--- src/rtl/cla_multiword_seq_if.sv ---
// Operand/result handshake between a client and the word-serial wide adder.
// The client drives the request side; the sequencer returns status and the sum.
interface cla_multiword_seq_if #(
    parameter int WIDTH = 16,
    parameter int WORDS = 4
) ();
    logic                     start;
    logic [WORDS*WIDTH-1:0]   op_a;
    logic [WORDS*WIDTH-1:0]   op_b;
    logic                     c_in;
    logic                     busy;
    logic                     done;
    logic [WORDS*WIDTH-1:0]   result;
    logic                     c_out;

    modport master (
        output start, op_a, op_b, c_in,
        input  busy, done, result, c_out
    );

    modport slave (
        input  start, op_a, op_b, c_in,
        output busy, done, result, c_out
    );
endinterface

--- src/rtl/cla_multiword_seq.sv ---
// Word-serial sequencer for wide additions on one external WIDTH-bit CLA.
// Operands are walked least-significant word first; the CLA carry of each pass
// feeds the carry-in of the next, and the final word plus carry complete the sum.
module cla_multiword_seq #(
    parameter int WIDTH = 16,
    parameter int WORDS = 4
) (
    input  logic             clk,
    input  logic             rst,
    cla_multiword_seq_if.slave bus,
    output logic [WIDTH-1:0] add_1,
    output logic [WIDTH-1:0] add_2,
    output logic             cla_c_in,
    input  logic [WIDTH-1:0] cla_sum,
    input  logic             cla_c_out
);
    localparam int OP_W  = WORDS * WIDTH;
    localparam int LO_W  = (WORDS - 1) * WIDTH;
    localparam int IDX_W = (WORDS > 1) ? $clog2(WORDS) : 1;
    localparam logic [IDX_W-1:0] LAST_IDX = IDX_W'(WORDS - 1);

    typedef enum logic {IDLE, RUN} state_t;

    state_t           state_q;
    state_t           state_d;
    logic [IDX_W-1:0] idx_q;
    logic [OP_W-1:0]  a_r;
    logic [OP_W-1:0]  b_r;
    logic             carry_q;
    logic [LO_W-1:0]  acc_q;
    logic [OP_W-1:0]  result_q;
    logic             c_out_q;
    logic             done_q;
    logic             accept;
    logic             last_pass;

    // A request is only honoured from IDLE; the top word's pass closes the op.
    assign accept    = (state_q == IDLE) && bus.start;
    assign last_pass = (state_q == RUN) && (idx_q == LAST_IDX);

    // State register.
    always_ff @(posedge clk or posedge rst) begin
        if (rst) begin
            state_q <= IDLE;
        end else begin
            state_q <= state_d;
        end
    end

    // Next-state decode: IDLE -> RUN on a request, RUN -> IDLE after the top word.
    always_comb begin
        state_d = state_q;
        case (state_q)
            IDLE:    if (bus.start) state_d = RUN;
            RUN:     if (idx_q == LAST_IDX) state_d = IDLE;
            default: state_d = IDLE;
        endcase
    end

    // CLA operand mux, driven purely from registers so each pass is stable.
    always_comb begin
        add_1    = '0;
        add_2    = '0;
        cla_c_in = 1'b0;
        if (state_q == RUN) begin
            cla_c_in = carry_q;
            for (int w = 0; w < WORDS; w++) begin
                if (idx_q == IDX_W'(w)) begin
                    add_1 = a_r[w*WIDTH +: WIDTH];
                    add_2 = b_r[w*WIDTH +: WIDTH];
                end
            end
        end
    end

    // Operand latch, per-pass accumulation, carry chaining and result capture.
    always_ff @(posedge clk or posedge rst) begin
        if (rst) begin
            a_r      <= '0;
            b_r      <= '0;
            carry_q  <= 1'b0;
            idx_q    <= '0;
            acc_q    <= '0;
            result_q <= '0;
            c_out_q  <= 1'b0;
            done_q   <= 1'b0;
        end else begin
            done_q <= last_pass;
            if (accept) begin
                a_r     <= bus.op_a;
                b_r     <= bus.op_b;
                carry_q <= bus.c_in;
                idx_q   <= '0;
            end else if (state_q == RUN) begin
                carry_q <= cla_c_out;
                idx_q   <= last_pass ? '0 : idx_q + IDX_W'(1);
                for (int w = 0; w < WORDS - 1; w++) begin
                    if (idx_q == IDX_W'(w)) begin
                        acc_q[w*WIDTH +: WIDTH] <= cla_sum;
                    end
                end
                if (last_pass) begin
                    result_q <= {cla_sum, acc_q};
                    c_out_q  <= cla_c_out;
                end
            end
        end
    end

    assign bus.busy   = (state_q == RUN);
    assign bus.done   = done_q;
    assign bus.result = result_q;
    assign bus.c_out  = c_out_q;
endmodule

--- src/flat_wrapper.sv ---
// flat-port wrapper written by rule: the top's interface ports become plain ports
module cla_multiword_seq_flat 
#(
    parameter int WIDTH = 16,
    parameter int WORDS = 4
)
  (clk, rst, add_1, add_2, cla_c_in, cla_sum, cla_c_out, bus_start, bus_op_a, bus_op_b, bus_c_in, bus_busy, bus_done, bus_result, bus_c_out);
  cla_multiword_seq_if #(.WIDTH(WIDTH), .WORDS(WORDS)) bus_i ();
  input  logic clk;
  input  logic rst;
  output logic [WIDTH-1:0] add_1;
  output logic [WIDTH-1:0] add_2;
  output logic cla_c_in;
  input  logic [WIDTH-1:0] cla_sum;
  input  logic cla_c_out;
  input wire logic [$bits(bus_i.start)-1:0] bus_start;
  input wire logic [$bits(bus_i.op_a)-1:0] bus_op_a;
  input wire logic [$bits(bus_i.op_b)-1:0] bus_op_b;
  input wire logic [$bits(bus_i.c_in)-1:0] bus_c_in;
  output wire logic [$bits(bus_i.busy)-1:0] bus_busy;
  output wire logic [$bits(bus_i.done)-1:0] bus_done;
  output wire logic [$bits(bus_i.result)-1:0] bus_result;
  output wire logic [$bits(bus_i.c_out)-1:0] bus_c_out;
  assign bus_i.start = bus_start;
  assign bus_i.op_a = bus_op_a;
  assign bus_i.op_b = bus_op_b;
  assign bus_i.c_in = bus_c_in;
  assign bus_busy = bus_i.busy;
  assign bus_done = bus_i.done;
  assign bus_result = bus_i.result;
  assign bus_c_out = bus_i.c_out;
  cla_multiword_seq #(.WIDTH(WIDTH), .WORDS(WORDS)) u_core (.clk(clk), .rst(rst), .bus(bus_i), .add_1(add_1), .add_2(add_2), .cla_c_in(cla_c_in), .cla_sum(cla_sum), .cla_c_out(cla_c_out));
endmodule
--- config.mk ---
export PLATFORM = sky130hd
export DESIGN_NAME = cla_multiword_seq_flat
export DESIGN_NICKNAME = d
export VERILOG_FILES = /design/src/rtl/cla_multiword_seq_if.sv /design/src/rtl/cla_multiword_seq.sv /design/src/flat_wrapper.sv
export SDC_FILE = /design/constraint.sdc
export NUM_CORES = 1
export LEC_CHECK = 0
export CORE_MARGIN = 1
export CORE_UTILIZATION = 54
export DETAILED_ROUTE_END_ITERATION = 8
export MAX_ROUTING_LAYER = met4
export PLACE_DENSITY_LB_ADDON = 0.12
export SLEW_MARGIN = 10
export SYNTH_ARGS = -nofsm -noshare
export SYNTH_HDL_FRONTEND = slang
export SYNTH_SLANG_ARGS = --single-unit
--- constraint.sdc ---
create_clock -name clk -period 22.3 [get_ports clk]
set_input_delay 4.46 -clock clk [delete_from_list [all_inputs] [get_ports clk]]
set_output_delay 4.46 -clock clk [all_outputs]
set_load 0.05 [all_outputs]
; ---- Word level (Yosys, flattened, before mapping)
; Index checks and enable logic that the tools add are counted.
[word_totals]
regBits = 246
in_bits = 149
output_inout_bits = 100
[classes]
add_sub_neg = 1
eq_ne = 3
mux = 19
bitwise = 2
reduce_logical = 8
[op_table]
columns = op, count
row1 = $mux 16, 10
row2 = $reduce_and 3->1, 4
row3 = $mux 2, 3
row4 = $mux 1, 5
row5 = $eq 2x2->1 const B, 2
row6 = $add 2x1->2 const B, 1
row7 = $eq 2x1->1 const B, 1
row8 = $logic_and 1x1->1, 2
row9 = $logic_not 2->1, 1
row10 = $not 1->1, 2
row11 = $pmux 1 s2, 1
row12 = $reduce_bool 2->1, 1

; ---- Logic depth before layout (Yosys ltp)
; Gate-level depths: netlist of run 1.
[depth]
ltp_word = 6
ltp_mapped = 8

; ---- Worst setup path after synthesis of run 1
; No wires, ideal clock.
[synth_path]
path_kind = reg-to-output
startpoint = register u_core.state_q (netlist: u_core.bus.busy)
endpoint = output add_2[12]
arrival_time_ps = 2342
slack_ps = 15498
path_stages_with_launch = 6
path_cell_list = dfrtp_1 > buf_6 > and2b_1 > buf_2 > o21ai_0 > o21ai_0
[synth_via]
elab_chain_cells = 1
[synth_rtl]
columns = element, line
row1 = from (decl), cla_multiword_seq.sv:24  ; state_t state_q;
row2 = from (signal assigned), cla_multiword_seq.sv:46  ; state_q <= state_d;
row3 = $mux 16, cla_multiword_seq.sv:65  ; if (state_q == RUN) begin
row4 = to (decl), flat_wrapper.sv:12  ; output logic [WIDTH-1:0] add_2;
; No other way between the ends.

; ---- Worst setup path after layout of run 1
[layout_path]
startpoint = register u_core.idx_q[0]
endpoint = output add_1[12]
[layout_via]
elab_chain_cells = 6
[layout_rtl]
columns = element, line
row1 = from (decl), cla_multiword_seq.sv:26  ; logic [IDX_W-1:0] idx_q;
row2 = from (signal assigned), cla_multiword_seq.sv:96  ; idx_q <= last_pass ? '0 : idx_q + IDX_W'(1);
row3 = $logic_not 2->1, cla_multiword_seq.sv:68  ; if (idx_q == IDX_W'(w)) begin
row4 = $mux 16 (3 in series), cla_multiword_seq.sv:68
row5 = $mux 16 *, cla_multiword_seq.sv:68
row6 = $mux 16 *, cla_multiword_seq.sv:65
row7 = to (decl), flat_wrapper.sv:11  ; output logic [WIDTH-1:0] add_1;
; Every way passes the cells marked *; elsewhere a longest branch is shown, timed or not.

==> flow_metrics.py, run 1 <==
metrics = {
    "setup_path": {
        "worstSetupStartpointType": "flop",
        "cpMaxStageDelayCell": "clkdlybuf4s50_1",
        "worst_ep_required_time_ns": 17.84,
        "worst-path-buf-inv": 4,
        "path_cells": "ha_1 > nand2_2 > buf_4 > inv_2 > buf_4 > nand2_1 > o21ai_0 > clkdlybuf4s50_1",
        "critPathKind": "flop to output port",
        "worst-path-max-fanout": 66,
        "timing.reg2reg.worst_path_depth": 4,
        "cp_num_cells": 8,
        "worst_path_dominant_cell_family": "buffers and inverters",
        "slowest_delay_ns": 0.84,
        "worst-endpoint-arrival_ns": 4.12,
        "worst_setup_path_end_kind": "output port",
        "cell_with_the_most_instances_on_the_worst_path": "buf_4",
    },
    "sta": {
        "worst_slew_margin_rel": 0.274,
        "holdWs_ns": 0.459,
        "period_minus_slack_ns": 8.58,
        "final-setup-viol-count": 0,
        "tightestPinTransition_ns": 1.09,
        "hold_vio_cnt_final": 0,
        "setup_tns_ns": 0,
        "timing.fmax_mhz": 117,
        "setup_slack_ns": 13.72,
        "timing_max_transition_violations_final": 0,
        "final.period_utilization": 0.385,
        "grt_setup_unrepaired": "no",
        "finClkSkew_ns": 0.00625,
    },
    "worst_hold_path": {
        "hold-path-cell-count": 2,
        "hold_path.class": "flop to flop",
    },
    "finish": {
        "nNetsFinal": 1208,
        "drive_above_1_share": 0.215,
        "final_area_sq_um": 13500,
        "syn_to_final_growth_pct": 30.6,
        "fillCellCount": 1359,
    },
    "die": {
        "floorplan.initialDensity": 0.551,
        "floorplan.io_pins": 249,
        "floorplan.rows": 50,
        "die_area_sq_um": 19600,
        "core-area_sq_um": 18700,
        "floorplan.die.width_um": 140,
        "chipHeight_um": 140,
    },
    "logic_synthesis": {
        "synth-main-ff-cell": "dfrtp_1",
        "synth_seq_cells": 246,
        "ys_async_sr_fraction": 1.00,
        "synth_edf_count": 0,
        "yosys_warnings": 0,
        "netlist-cell-type-count": 25,
        "avgSynthCellArea_sq_um": 12.5,
        "synth.yosys.seq_area_share": 0.597,
        "synth_area_sq_um": 10300,
        "netlist_instances": 827,
        "syn_nets": 980,
    },
    "clock_tree": {
        "cts_buffers": 25,
        "postCtsSetupBuffers": 0,
        "tritoncts": "done",
        "clk_root_buffer_cell": "clkbuf_16",
        "worst_setup_hold_path_clk_slew_ns": 0.06,
        "cts.sinks": 246,
        "ctsResizeCount": 0,
        "clock_insertion_delay_at_the_later_pin_of_the_skew_report_ns": 0.50,
        "clockBufferDepth": 3,
        "cts-hold-fix-buffers": 0,
        "cts-htree-levels": 1,
    },
    "global_route": {
        "number_of_antenna_violations_at_the_first_check_in_global_routing": 0,
        "grt_pass1_wl_um": 39000,
        "track_usage": 0.258,
        "grt_max_degree": 117,
        "first_global_vias": 7506,
        "grt_remaining_overflow": 0,
    },
    "power": {
        "p_per_area_nw_per_um2": 177,
        "power.leakage_nw": 5.82,
        "power.ir.vdd_worst_mv": 0.0967,
    },
    "place": {
        "port_buffers": 248,
        "placement.cell_area_sq_um": 12700,
        "dp_worst_setup_slack_ns": 14.27,
        "dp_hpwl_um": 15500,
        "place.gp.congestion": 0.814,
    },
    "route": {
        "via_per_inst": 5.45,
        "detail_route.iter0.violations": 371,
        "route.vias.total": 7106,
        "route.antenna.remaining_nets": 0,
        "remaining_drc_errors": 0,
        "average_wire_length_per_cell_after_detail_routing_um": 18.5,
        "routed_wl_um": 24100,
        "firstDrtPassIters": 4,
    },
    "run": {
        "maxCapViolCount": 0,
    },
    "status": {
        "run_status": "finished clean",
    },
}
[tightest hold or removal path, stage by stage, from the launching register on]
cell and delay (ns):
dfrtp_1 0.34, nand2_1 0.05, nand2_1 0.05
[kinds of logic (layout without fill, tap and decap cells)]
kind of cell | count (synthesis) | count (layout) | synth area share
AOI/OAI and AO/OA | 99 | 99 | 0.0600
adders and majority gates | 4 | 4 | 0.00485
buffers and inverters | 61 | 304 | 0.0488
DFF | 246 | 246 | 0.597
muxes | 177 | 177 | 0.197
other | 0 | 1 | 0
and+or+nand+nor | 240 | 240 | 0.0925
[cells in the mapped netlist, types with 2 or more instances]
library cell  count  area share
a221oi_1         32       0.027
buf_12           11       0.021
buf_2            22       0.011
buf_4             4      0.0029
buf_6             7      0.0076
clkbuf_1         11      0.0040
dfrtp_1         246        0.60
ha_1              4      0.0049
inv_1             5      0.0018
mux2_2          166        0.18
mux2_4           10       0.015
nand2_1         215       0.078
nand2_2           3      0.0018
nand2b_1          2      0.0012
nand3_1          15      0.0073
o21ai_0          43       0.021
o21ai_1          23       0.011
[area by class of cell]
| class | instances | area (sq um) | area share |
|---|---|---|---|
| diodes | 1 | 2.50 | 0.000186 |
| clock buffers | 33 | 686 | 0.0509 |
| clock inverters | 9 | 95.1 | 0.00706 |
| inverters | 5 | 26.3 | 0.00195 |
| multi-input cells | 520 | 3660 | 0.272 |
| flip-flops and latches | 246 | 6160 | 0.457 |
| well taps | 234 | 293 | 0.0217 |
| repair buffers | 257 | 2550 | 0.189 |
[where the power goes]
group          internal, mW  total (mW)  switching [mW]
Sequential            0.676       0.803           0.127
Combinational         0.465        1.18           0.717
Clock                 0.237       0.403           0.166
[cell usage in the layout (no fill, tap or decap)]
cell type and instances:
a221oi_1 32, and2_1 1, and2b_1 1, buf_4 9
bufinv_16 2, clkbuf_1 5, clkbuf_16 25, clkbuf_8 3
clkdlybuf4s50_1 248, clkinv_2 7, dfrtp_1 246, diode_2 1
ha_1 4, inv_1 3, inv_2 1, inv_8 1
mux2_2 166, mux2_4 10, mux2i_1 1, nand2_1 214
nand2_2 4, nand2b_1 2, nand3_1 15, nor2b_2 1
nor2b_4 1, o21ai_0 43, o21ai_1 23, o31ai_1 1
or3_1 1
[through the flow]
step / instances / util / total power [mW]
finish: 1305 / 0.720 / 2.39
global route: 1304 / 0.720 / 2.51
CTS: 1304 / 0.720 / 2.41
detailed placement: 1262 / 0.678 / 1.99
global placement: 1262 / 0.678 / 1.97
floorplan: 827 / - / 1.65
[sequential cells by signal, summed over array words and instances (netlist names)]
| name | flops |
|---|---|
| u_core.idx_q | 2 |
| u_core.a_r | 64 |
| u_core.bus.done | 1 |
| u_core.acc_q | 48 |
| u_core.bus.busy | 1 |
| u_core.carry_q | 1 |
| u_core.bus.result | 64 |
| u_core.b_r | 64 |
| u_core.bus.c_out | 1 |
[worst paths after layout]
path / from / to / slack [ns]
max: u_core.idx_q[0] / add_1[12] / 13.72
min: u_core.acc_q[34] / u_core.bus.result[34] / 0.46
max reg2reg: u_core.bus.busy / u_core.a_r[61] / 19.25
min reg2reg: u_core.acc_q[34] / u_core.bus.result[34] / 0.46
max in group asynchronous: rst / u_core.a_r[10] / 15.70
min in group asynchronous: rst / u_core.bus.result[30] / 4.49
[per-layer routing]
metal / vias to the layer above / wire length [um] / part of all wire / global-route usage
met1: 3559 / 10200 / 0.42 / 0.331
met3: 43 / 1500 / 0.062 / 0.0564
met4: 0 / 565 / 0.023 / 0.0856
met5: - / 0 / 0 / -
met2: 210 / 11800 / 0.49 / 0.411
li1: 3294 / - / - / -
Power figures use the tool's default switching activity.
==> inputs of run 2 (changes only) <==
CORE_UTILIZATION = 45   (was 54)
clock period = 6.9 ns   (was 22.3 ns; I/O delays follow)
==> run 2 against run 1 <==
  * Routed wire length up 2.4%
  * Clock power rose to 3.8 times the previous value
  * Highest routed layer unchanged
  * Via count down 1.1%
  * Critical path type unchanged
  * Final area up 2.2%
  * Non-clock buffer count up 2
  * Critical path depth down 1
  * Total power rose to 3.3 times the previous value
==> flow_metrics.py, run 2 (synthesis results as in run 1) <==
metrics = {
    "status": {
        "run_status": "finished clean",
    },
    "setup_path": {
        "cpMaxStageDelayCell": "clkdlybuf4s50_1",
        "worst_path_dominant_cell_family": "buffers and inverters",
        "r2r_start": "u_core.idx_q[0]",
        "critPathKind": "flop to output port",
        "path_cells": "ha_1 > nand2_2 > buf_4 > inv_2 > nand2_1 > o21ai_1 > clkdlybuf4s50_1",
        "worst-path-buf-inv": 3,
        "slowest_delay_ns": 0.83,
        "worst_setup_path_end_kind": "output port",
        "worstSetupStartpointType": "flop",
        "worst_ep_required_time_ns": 5.52,
        "worst-endpoint-arrival_ns": 3.58,
        "crit_path_from": "u_core.idx_q[0]",
        "worst-path-max-fanout": 66,
    },
    "sta": {
        "worst_slew_margin_rel": 0.297,
        "period_minus_slack_ns": 4.96,
        "final.period_utilization": 0.719,
        "hold_vio_cnt_final": 0,
        "setup_tns_ns": 0,
        "tightestPinTransition_ns": 1.05,
        "timing.fmax_mhz": 202,
        "finClkSkew_ns": 0.00515,
        "grt_setup_unrepaired": "no",
        "timing_max_transition_violations_final": 0,
        "final-setup-viol-count": 0,
        "setup_slack_ns": 1.94,
    },
    "finish": {
        "final_common_cell": "clkdlybuf4s50_1",
        "nNetsFinal": 1213,
        "fillCellCount": 1842,
        "final_area_sq_um": 13800,
        "mostFrequentLayoutCells": "clkdlybuf4s50_1, dfrtp_1, nand2_1",
        "final_cell_count_no_fill": 1366,
        "syn_to_final_growth_pct": 33.5,
        "drive_above_1_share": 0.224,
    },
    "power": {
        "p_per_area_nw_per_um2": 579,
        "power.leakage_nw": 5.93,
        "post-layout-total-power_mw": 7.97,
        "power.ir.vdd_worst_mv": 0.374,
    },
    "die": {
        "floorplan.io_pins": 249,
        "core-area_sq_um": 22600,
        "floorplan.die.width_um": 153,
        "floorplan.initialDensity": 0.457,
        "chipHeight_um": 153,
        "floorplan.rows": 55,
        "die_area_sq_um": 23500,
    },
    "clock_tree": {
        "cts_buffers": 28,
        "clk_root_buffer_cell": "clkbuf_16",
        "tritoncts": "done",
        "cts-hold-fix-buffers": 0,
        "postCtsSetupBuffers": 0,
        "clockBufferDepth": 3,
        "worst_setup_hold_path_clk_slew_ns": 0.06,
        "clock_insertion_delay_at_the_later_pin_of_the_skew_report_ns": 0.52,
        "cts.sinks": 246,
        "ctsResizeCount": 0,
        "cts-htree-levels": 1,
    },
    "place": {
        "total_placed_cells_including_tap_cells": 1315,
        "dp_worst_setup_slack_ns": 2.41,
        "dp_hpwl_um": 15900,
        "port_buffers": 248,
        "place.gp.congestion": 0.812,
        "placement.cell_area_sq_um": 12800,
    },
    "route": {
        "via_per_inst": 5.14,
        "route.vias.total": 7027,
        "routed_wl_um": 24700,
        "remaining_drc_errors": 0,
        "average_wire_length_per_cell_after_detail_routing_um": 18.1,
        "route.antenna.remaining_nets": 0,
        "detail_route.iter0.violations": 286,
        "firstDrtPassIters": 6,
    },
    "worst_hold_path": {
        "hold_path.class": "flop to flop",
        "hold_path_startpoint": "u_core.acc_q[13]",
    },
    "global_route": {
        "grt_max_degree": 136,
        "first_global_vias": 7439,
        "track_usage": 0.223,
        "number_of_antenna_violations_at_the_first_check_in_global_routing": 1,
        "grt_remaining_overflow": 0,
        "grt_pass1_wl_um": 40300,
    },
    "run": {
        "maxCapViolCount": 0,
    },
}
run 2: changes by cell type in the layout (fill, tap and decap cells not counted):
| cell | previous run | this run |
|---|---|---|
| clkbuf_8 | 3 | 5 |
| clkinvlp_4 | 0 | 2 |
| bufinv_16 | 2 | 4 |
| inv_6 | 0 | 1 |
| buf_12 | 0 | 2 |
| inv_8 | 1 | 0 |
| clkbuf_1 | 5 | 3 |
| clkbuf_16 | 25 | 29 |
| clkinv_4 | 0 | 1 |
| clkinv_2 | 7 | 6 |
run 2: area by class of cell:
class	instances	area, sq um	area share
flip-flops and latches	246	6160	0.447
multi-input cells	520	3660	0.266
repair buffers	259	2590	0.188
clock buffers	37	806	0.0585
well taps	285	357	0.0259
clock inverters	13	175	0.0127
inverters	5	22.5	0.00164
diodes	1	2.50	0.000182
run 2: power by group:
| part | switching (mW) | leakage, nW | internal (mW) |
|---|---|---|---|
| Sequential | 0.388 | 2.91 | 2.19 |
| Clock | 0.577 | 0.486 | 0.967 |
| Combinational | 2.34 | 2.53 | 1.51 |
run 2: stage by stage:
step                utilization  hold slack (ns)
floorplan                     -            0.433
global placement          0.566            0.438
detailed placement        0.566            0.442
CTS                       0.610            0.457
global route              0.610            0.477
finish                    0.610            0.455
run 2: final timing paths:
check,to,slack (ns),cells after the start
max in group asynchronous,u_core.a_r[48],4.06,4
setup reg to reg,u_core.bus.result[16],4.00,7
hold / removal,u_core.bus.result[13],0.46,2
setup / recovery,add_1[8],1.94,7
min in group asynchronous,u_core.bus.result[62],1.28,2
hold reg to reg,u_core.bus.result[13],0.46,2
run 2: tightest hold or removal path: stages (launching register included):
cell	delay [ns]
dfrtp_1	0.33
nand2_1	0.05
nand2_1	0.04
run 2: layer usage:
metal  global-route usage  share of wire
met5                    -              0
met4               0.0567          0.023
met3               0.0542          0.064
met2                0.342           0.46
met1                0.296           0.45
==> inputs of run 3 (changes only) <==
CORE_UTILIZATION = 50   (was 45)
clock period = 4.7 ns   (was 6.9 ns; I/O delays follow)
==> run 3 against run 2 <==
  * Non-clock buffer count grew 2
  * Final cell count shrank 1.0%
  * Register-to-register slack lost 1.5 ns
  * Combinational power grew 45%
  * Global-route usage grew 1.5 points
  * Total power grew 43%
  * Largest cell class unchanged
  * Largest power group unchanged
==> flow_metrics.py, run 3 (synthesis results as in run 1) <==
metrics = {
    "clock_tree": {
        "cts-htree-levels": 1,
        "clockBufferDepth": 3,
        "tritoncts": "done",
        "cts_buffers": 26,
        "clock_insertion_delay_at_the_later_pin_of_the_skew_report_ns": 0.52,
        "ctsResizeCount": 0,
        "clk_root_buffer_cell": "clkbuf_16",
        "postCtsSetupBuffers": 0,
        "worst_setup_hold_path_clk_slew_ns": 0.06,
        "cts-hold-fix-buffers": 0,
        "cts.sinks": 246,
    },
    "sta": {
        "final-setup-viol-count": 0,
        "final.period_utilization": 0.822,
        "timing.fmax_mhz": 259,
        "finClkSkew_ns": 0.00715,
        "timing_max_transition_violations_final": 0,
        "setup_slack_ns": 0.834,
        "worst_slew_margin_rel": 0.271,
        "tightestPinTransition_ns": 1.09,
        "hold_vio_cnt_final": 0,
        "grt_setup_unrepaired": "no",
        "period_minus_slack_ns": 3.87,
        "setup_tns_ns": 0,
    },
    "finish": {
        "nNetsFinal": 1213,
        "drive_above_1_share": 0.254,
        "layout.core_utilization": 0.672,
        "fillCellCount": 1566,
        "final_area_sq_um": 13600,
        "mostFrequentLayoutCells": "dfrtp_1, clkdlybuf4s50_1, nand2_1",
        "syn_to_final_growth_pct": 31.9,
        "final_common_cell": "dfrtp_1",
    },
    "global_route": {
        "first_global_vias": 7419,
        "track_usage": 0.237,
        "grt_pass1_wl_um": 39000,
        "grt_max_degree": 142,
        "grt_remaining_overflow": 0,
        "number_of_antenna_violations_at_the_first_check_in_global_routing": 3,
    },
    "setup_path": {
        "worst-endpoint-arrival_ns": 2.93,
        "slowest_delay_ns": 0.71,
        "worst-path-buf-inv": 3,
        "critPathKind": "flop to output port",
        "worst_path_dominant_cell_family": "buffers and inverters",
        "cell_with_the_most_instances_on_the_worst_path": "buf_4",
        "worst_setup_path_end_kind": "output port",
        "worst-path-max-fanout": 22,
        "cpMaxStageDelayCell": "and2b_1",
        "path_cells": "ha_1 > buf_4 > and2b_1 > buf_4 > o21ai_0 > o21ai_0 > buf_4",
        "worst_ep_required_time_ns": 3.76,
        "worstSetupStartpointType": "flop",
    },
    "route": {
        "firstDrtPassIters": 4,
        "remaining_drc_errors": 0,
        "via_per_inst": 5.24,
        "average_wire_length_per_cell_after_detail_routing_um": 17.5,
        "route.antenna.remaining_nets": 0,
        "detail_route.iter0.violations": 287,
        "routed_wl_um": 23600,
        "route.vias.total": 7082,
    },
    "die": {
        "core-area_sq_um": 20200,
        "floorplan.io_pins": 249,
        "floorplan.rows": 52,
        "chipHeight_um": 146,
        "floorplan.initialDensity": 0.510,
        "die_area_sq_um": 21200,
        "floorplan.die.width_um": 146,
    },
    "place": {
        "place.gp.congestion": 0.831,
        "placement.cell_area_sq_um": 12700,
        "dp_hpwl_um": 15100,
        "port_buffers": 248,
        "dp_worst_setup_slack_ns": 1.35,
    },
    "power": {
        "power.leakage_nw": 5.93,
        "power.ir.vdd_worst_mv": 0.473,
        "p_per_area_nw_per_um2": 837,
        "post-layout-total-power_mw": 11.4,
    },
    "run": {
        "maxCapViolCount": 0,
    },
    "worst_hold_path": {
        "hold_path.class": "flop to flop",
    },
    "status": {
        "run_status": "finished clean",
    },
}
run 3: cell types whose count changed in the layout (fill, tap and decap cells not counted), moves of 2 or more:
cell	before	now
buf_4	9	41
bufinv_16	4	2
clkbuf_16	29	27
buf_12	2	4
diode_2	1	3
clkdlybuf4s50_1	248	216
clkinvlp_4	2	5
run 3: cell type report:
type	instances	area [sq um]	share of cell area
flip-flops and latches	246	6160	0.453
multi-input cells	520	3660	0.269
clock buffers	33	738	0.0543
clock inverters	14	134	0.00984
diodes	3	7.51	0.000552
inverters	5	22.5	0.00166
well taps	270	338	0.0248
repair buffers	261	2550	0.187
run 3: power by group:
group	switching (mW)	internal [mW]
logic	3.44	2.14
clock network	0.823	1.22
registers	0.551	3.21
run 3: final timing paths:
kind | to | cells past startpoint | start | slack, ns
min in group asynchronous | u_core.bus.result[13] | 3 | rst | 0.95
setup / recovery | add_1[0] | 7 | u_core.idx_q[0] | 0.83
setup reg to reg | u_core.a_r[37] | 4 | u_core.bus.busy | 2.49
hold / removal | u_core.bus.result[2] | 2 | u_core.acc_q[2] | 0.46
max in group asynchronous | u_core.a_r[11] | 3 | rst | 3.06
hold reg to reg | u_core.bus.result[2] | 2 | u_core.acc_q[2] | 0.46
run 3: per-stage QoR:
step | hold WS (ns) | cells
floorplan | 0.433 | 827
global placement | 0.441 | 1302
detailed placement | 0.447 | 1302
CTS | 0.461 | 1349
global route | 0.481 | 1352
finish | 0.459 | 1352
run 3: per-layer routing:
metal  vias up  track usage  wire, um
met2       222        0.367     11000
met4         0       0.0605       456
met5         -            -         0
met1      3524        0.314     10500
li1       3302            -         -
met3        34       0.0602      1680
run 3: worst register-to-register path, delay by kind of cell, from the launching register on:
kind	cells	cell delay, ns
flops	1	0.36
buf+inv	2	0.63
simple gates	1	0.70
mux	1	0.42
